<file path="src/rtl/mips_dmem_responder.sv">
// Data-memory responder for the single-cycle MIPS core: word RAM plus an MMIO page
// holding a cycle counter, compare timer with interrupt, GPIO register and a TX byte FIFO.
module mips_dmem_responder #(
    parameter int unsigned RAM_WORDS = 64,
    parameter int unsigned TX_DEPTH  = 4,
    parameter logic [31:0] MMIO_BASE = 32'hFFFF_FF00
) (
    input  logic        clk,
    input  logic        reset,
    input  logic        memwrite,
    input  logic [31:0] dataadr,
    input  logic [31:0] writedata,
    output logic [31:0] readdata,
    output logic [31:0] gpio_out,
    output logic        irq,
    output logic [7:0]  tx_data,
    output logic        tx_valid,
    input  logic        tx_ready
);

    localparam int unsigned RAM_AW    = $clog2(RAM_WORDS);
    localparam int unsigned TX_AW     = $clog2(TX_DEPTH);
    localparam logic [31:0] RAM_BYTES = 32'(RAM_WORDS * 4);
    localparam logic [TX_AW:0] TX_FULL = (TX_AW + 1)'(TX_DEPTH);

    localparam logic [5:0] OFF_CYCLE  = 6'h00;
    localparam logic [5:0] OFF_TCMP   = 6'h01;
    localparam logic [5:0] OFF_TCTRL  = 6'h02;
    localparam logic [5:0] OFF_TCNT   = 6'h03;
    localparam logic [5:0] OFF_GPIO   = 6'h04;
    localparam logic [5:0] OFF_TXDATA = 6'h05;
    localparam logic [5:0] OFF_TXSTAT = 6'h06;

    // Address decode
    logic              is_ram;
    logic              is_mmio;
    logic [5:0]        mmio_off;
    logic [RAM_AW-1:0] ram_idx;
    logic              unused_adr;

    assign is_ram     = dataadr < RAM_BYTES;
    assign is_mmio    = dataadr[31:8] == MMIO_BASE[31:8];
    assign mmio_off   = dataadr[7:2];
    assign ram_idx    = dataadr[RAM_AW+1:2];
    assign unused_adr = ^dataadr[1:0];

    logic mmio_wr;
    logic wr_ram, wr_tcmp, wr_tctrl, wr_tcnt, wr_gpio, wr_txdata, wr_txstat;

    assign mmio_wr   = memwrite & is_mmio;
    assign wr_ram    = memwrite & is_ram;
    assign wr_tcmp   = mmio_wr & (mmio_off == OFF_TCMP);
    assign wr_tctrl  = mmio_wr & (mmio_off == OFF_TCTRL);
    assign wr_tcnt   = mmio_wr & (mmio_off == OFF_TCNT);
    assign wr_gpio   = mmio_wr & (mmio_off == OFF_GPIO);
    assign wr_txdata = mmio_wr & (mmio_off == OFF_TXDATA);
    assign wr_txstat = mmio_wr & (mmio_off == OFF_TXSTAT);

    // Data RAM: no reset, contents survive reset
    logic [31:0] ram [RAM_WORDS];

    always_ff @(posedge clk) begin
        if (wr_ram) begin
            ram[ram_idx] <= writedata;
        end
    end

    // Timer and counters
    logic [31:0] cycle_q, tcmp_q, tcnt_q, tcnt_d, gpio_q;
    logic        t_en_q, t_flag_q, t_flag_d, t_ar_q, t_ie_q;
    logic        t_match;

    assign t_match = tcnt_q == tcmp_q;

    always_comb begin
        tcnt_d   = tcnt_q;
        t_flag_d = t_flag_q;
        if (t_en_q) begin
            if (t_match) begin
                tcnt_d = t_ar_q ? 32'd0 : tcnt_q + 32'd1;
            end else begin
                tcnt_d = tcnt_q + 32'd1;
            end
        end
        if (wr_tcnt) begin
            tcnt_d = writedata;
        end
        if (wr_tctrl && writedata[1]) begin
            t_flag_d = 1'b0;
        end
        // A hardware match wins over a simultaneous software clear
        if (t_en_q && t_match) begin
            t_flag_d = 1'b1;
        end
    end

    always_ff @(posedge clk or negedge reset) begin
        if (!reset) begin
            cycle_q  <= '0;
            tcmp_q   <= '0;
            tcnt_q   <= '0;
            gpio_q   <= '0;
            t_en_q   <= 1'b0;
            t_flag_q <= 1'b0;
            t_ar_q   <= 1'b0;
            t_ie_q   <= 1'b0;
        end else begin
            cycle_q  <= cycle_q + 32'd1;
            tcnt_q   <= tcnt_d;
            t_flag_q <= t_flag_d;
            if (wr_tcmp) begin
                tcmp_q <= writedata;
            end
            if (wr_gpio) begin
                gpio_q <= writedata;
            end
            if (wr_tctrl) begin
                t_en_q <= writedata[0];
                t_ar_q <= writedata[2];
                t_ie_q <= writedata[3];
            end
        end
    end

    assign gpio_out = gpio_q;
    assign irq      = t_flag_q & t_ie_q;

    // TX FIFO
    logic [7:0]       fifo [TX_DEPTH];
    logic [TX_AW-1:0] rd_ptr_q, wr_ptr_q;
    logic [TX_AW:0]   tx_cnt_q, tx_cnt_d;
    logic             ovf_q, ovf_d;
    logic             pop, push_ok;

    assign tx_valid = tx_cnt_q != '0;
    assign pop      = tx_valid & tx_ready;
    // A pop on the same edge frees the slot, so a push into a full FIFO still fits
    assign push_ok  = wr_txdata & ((tx_cnt_q < TX_FULL) | pop);
    assign tx_data  = tx_valid ? fifo[rd_ptr_q] : 8'h00;

    always_comb begin
        tx_cnt_d = tx_cnt_q;
        case ({push_ok, pop})
            2'b10:   tx_cnt_d = tx_cnt_q + 1'b1;
            2'b01:   tx_cnt_d = tx_cnt_q - 1'b1;
            default: tx_cnt_d = tx_cnt_q;
        endcase
        ovf_d = ovf_q;
        if (wr_txstat && writedata[2]) begin
            ovf_d = 1'b0;
        end
        if (wr_txdata && !push_ok) begin
            ovf_d = 1'b1;
        end
    end

    always_ff @(posedge clk) begin
        if (push_ok) begin
            fifo[wr_ptr_q] <= writedata[7:0];
        end
    end

    always_ff @(posedge clk or negedge reset) begin
        if (!reset) begin
            rd_ptr_q <= '0;
            wr_ptr_q <= '0;
            tx_cnt_q <= '0;
            ovf_q    <= 1'b0;
        end else begin
            tx_cnt_q <= tx_cnt_d;
            ovf_q    <= ovf_d;
            if (push_ok) begin
                wr_ptr_q <= wr_ptr_q + 1'b1;
            end
            if (pop) begin
                rd_ptr_q <= rd_ptr_q + 1'b1;
            end
        end
    end

    // Read mux
    always_comb begin
        readdata = '0;
        if (is_ram) begin
            readdata = ram[ram_idx];
        end else if (is_mmio) begin
            case (mmio_off)
                OFF_CYCLE:  readdata = cycle_q;
                OFF_TCMP:   readdata = tcmp_q;
                OFF_TCTRL:  readdata = {28'h0, t_ie_q, t_ar_q, t_flag_q, t_en_q};
                OFF_TCNT:   readdata = tcnt_q;
                OFF_GPIO:   readdata = gpio_q;
                OFF_TXSTAT: readdata = {16'h0, 8'(tx_cnt_q), 5'h0, ovf_q, ~tx_valid,
                                        tx_cnt_q == TX_FULL};
                default:    readdata = '0;
            endcase
        end
    end

endmodule

</file>
<file path="config.mk">
export PLATFORM = sky130hd
export DESIGN_NAME = mips_dmem_responder
export DESIGN_NICKNAME = d
export VERILOG_FILES = /design/src/rtl/mips_dmem_responder.sv
export SDC_FILE = /design/constraint.sdc
export NUM_CORES = 2
export LEC_CHECK = 0
export CAP_MARGIN = 20
export CORE_AREA = 3 3 319 447
export CTS_BUF_LIST = sky130_fd_sc_hd__clkbuf_8
export CTS_CLUSTER_SIZE = 24
export DETAILED_ROUTE_END_ITERATION = 16
export DIE_AREA = 0 0 322 450
export PLACE_DENSITY_LB_ADDON = 0.3
export SLEW_MARGIN = 0
export SYNTH_ARGS = -nofsm -noshare
export SYNTH_HDL_FRONTEND = slang
export SYNTH_SLANG_ARGS = --single-unit
</file>
<file path="constraint.sdc">
create_clock -name clk -period 3.8 [get_ports clk]
set_input_delay 0.38 -clock clk [delete_from_list [all_inputs] [get_ports clk]]
set_output_delay 0.38 -clock clk [all_outputs]
set_load 0.005 [all_outputs]
</file>
==> impl_results.md <==
- Worst setup margin: 28.77 ps
- Die X-Extent: between 300 and 400 um
- Number of H-tree levels: 5
- RSZ-0062 raised after global routing: yes
- 1st-iter DRT viols: ~6200
- First-pass DRT Iterations: 8
- Die area: roughly 140000 sq um
- Net Switching: approximately 0.010 W
- Initial core utilization: 0.6269
- HP Class: in2reg
- Area after DPL: roughly 94000 sq um
- First-pass GRT wire length: 327500 um
- Max-Cap Viols: 0
- Hold Slack: 95.08 ps
- Sum Neg Setup Slack: 0 ps
- Clk pwr share: 0.378
- Most common library cells after synthesis: 2080 x edfxtp_1, 646 x mux4_2, 140 x dfrtp_1, 118 x clkbuf_1, 115 x nand2_1
- DRT Wirelength: ~230000 um
- Main synth FF type: edfxtp_1
- Design area: 100800 sq um
- Highest clock rate: approximately 270 MHz
- Met2 routed WL: 115600 um
- Syn Nets: slightly above 4000
- Avg Inst Size Synth: approximately 22 sq um
- Worst-margin pin slew: roughly 1100 ps
- GP Congestion: approximately 0.91
- Area grow syn2layout: 15.64%
- Filler cell count in the final layout: between 7000 and 8000
- Layout Skew: 51.93 ps
- Gate Count Post-Synth: 3961
- HPWL after detailed placement: between 100000 and 150000 um
- Yosys reg bits: about 2200
- Reg clk slew, reported paths: 70 ps
- Largest net degree at the start of global routing: 68
- Post-route clock period utilization: 0.9924
- Final nets: about 4600
- CTS Sinks: around 2200
- DRC: 0
- Peak VDD IR: 0.3444 mV
- CTS buffer count: approximately 320
- PD cells: about 470 nW/um^2
- Setup violators final: 0
- Slew Viols, Final: 0
- Most common cell in the netlist: edfxtp_1
- Post-synth EDFFs: roughly 2100
- Post-synth top area share: 0.7165
- Post-synthesis sequential area ratio: 0.7567
- Critical path endpoint category: output pin
- Routed vias: roughly 45000
- CTS tree: done
- Switching share of power: 0.2167
- Vias in the first global route: about 47000
- Req. time, crit path: ~3400 ps
- Startpoint types: input port
- Number of I/O pins: 142
- Status: finished clean
- # rows: around 160
- Hold path start: writedata[28]
- Internal Power: around 0.037 W
- Wire per inst: between 30 and 40 um
- CP Max Fanout: 19
- Arrival time at the worst endpoint: about 3400 ps
- Fraction of layout cells with a size suffix above 1: 0.3317
- Detail Route Antenna Nets: 0
- All-Layer GR Usage: 0.3200
- Post-synth ARST share: 0.06306
- Wire length on met3: around 22000 um
- Relative slew slack: 0.2430
- Library cells used by synthesis: between 60 and 70
- Clock Path Buffers: 4
- Via density per instance: around 6.9
- IO Port Bufs: approximately 140
- M1 WL: 76570 um
- Min Tclk post-route: between 3000 and 4000 ps
- Mapped Area: a little under 90000 sq um
- Initial antenna violation count: 6
- Worst setup path start: dataadr[2]
- Clock root buffer: clkbuf_8
- Logic pwr share: 0.056
- Clk_lat worst skew: 1020 ps
- Post-Place Worst Slack: -270.7 ps
- WS Path Type: in2out
- CORE AREA: 139000 sq um
- Die Span Y: between 400 and 500 um
- Final core area utilization: 0.7249
- Synth area leaders: edfxtp_1 72%, mux4_2 17%, dfrtp_1 4.0%
- Final hold viol count: 0
- Gr ovfl total: 0
- Synth area leader: edfxtp_1
- Seq pwr share: 0.565
- Worst r2r src: tcnt_q[22]
- Static Leakage: between 30 and 40 nW
- Yosys warns: 0
- Highest metal used: met5
- Hold path depth: 1
- R2R depth: 7
worst max-delay path, stage by stage:
cell and delay (ps):
buf_8 280, buf_12 260, buf_12 190, nor4_2 60
buf_4 150, buf_4 190, a222oi_1 600, nand2_1 270
a32oi_2 300, o221ai_2 170, clkdlybuf4s50_1 480
state kept, by name (all words and copies together), names as in the netlist:
| name | cells |
|---|---|
| t_flag_q | 1 |
| gpio_out | 32 |
| tcmp_q | 32 |
| t_ie_q | 1 |
| fifo | 32 |
| ram | 2048 |
| rd_ptr_q | 2 |
| tcnt_q | 32 |
| ovf_q | 1 |
| t_ar_q | 1 |
| cycle_q | 32 |
| t_en_q | 1 |
| tx_cnt_q | 3 |
| wr_ptr_q | 2 |
per-stage QoR:
step	instances	total power (W)
detailed placement	6015	0.02992
finish	6608	0.04745
CTS	6591	0.04768
global route	6604	0.04886
floorplan	3961	0.02866
global placement	6014	0.02986
path summary, 6_finish.rpt:
check / end / slack (ps)
worst max-delay path: readdata[8] / 30
worst min-delay path: ram[30][28] / 100
worst max register to register: tcnt_q[30] / 920
worst min register to register: cycle_q[22] / 510
max in group asynchronous: cycle_q[16] / 2530
min in group asynchronous: cycle_q[12] / 540
metal layers:
| layer | up-vias | track usage |
|---|---|---|
| met2 | 3032 | 0.5267 |
| met1 | 23750 | 0.4129 |
| met4 | 2 | 0.1538 |
| met5 | - | 0 |
| li1 | 17960 | - |
| met3 | 637 | 0.06817 |
cell families after synthesis:
family / count (synthesis) / share of synthesized area
AO/OA/AOI/OAI: 196 / 0.01676
XOR/XNOR: 69 / 0.006933
adder cells (fa/ha/maj): 8 / 0.001234
buffers and inverters: 296 / 0.01415
flip-flops: 2220 / 0.7567
multiplexers: 750 / 0.1802
AND/OR/NAND/NOR: 422 / 0.02398
layout make-up:
cell class	instances	area, sq um	area share
Timing Repair Buffer	514	5667	0.05622
Antenna cell	5	12.51	0.0001241
Inverter	68	259.0	0.002569
Clock buffer	334	4597	0.04560
Tap cell	1804	2257	0.02239
Clock inverter	218	1306	0.01296
Multi-Input combinational cell	1445	20740	0.2057
Sequential cell	2220	65960	0.6544
power groups by stage:
stage	logic [W]	registers (W)	clock network, W
after floorplan	0.00137	0.0273	0
after global placement	0.00252	0.0273	0
after detailed placement	0.00258	0.0273	0
after CTS	0.00266	0.0268	0.0182
after global routing	0.00283	0.0268	0.0192
final	0.00268	0.0268	0.0179
cell usage in the layout (no fill, tap or decap), types with 18 or more instances in the layout:
cell             instances
nand3_1                 30
edfxtp_1              2080
a31oi_1                 18
dlygate4sd3_1           30
clkinv_1                69
buf_4                  217
nand4_1                 37
a21oi_1                 25
mux4_2                 646
mux2_4                  22
clkbuf_8               335
inv_1                  140
nor2_4                  61
a221o_1                 24
clkinv_2                45
xnor2_1                 59
a222oi_1                29
buf_2                   44
buf_12                 128
dfrtp_1                140
and2_1                  23
nor3_1                  24
o21ai_0                 22
nor2_1                  47
clkdlybuf4s50_1         71
mux2_1                  60
nand2_1                114
repair_timing:
action,in CTS,in global routing
hold buffers,25,6
setup endpoints to repair,32,8
setup buffers,0,0
pin swaps,19,7
endpoints found under the hold margin,819,195
gates resized for setup,132,11
No activity file was read; power rests on OpenSTA's default activity.
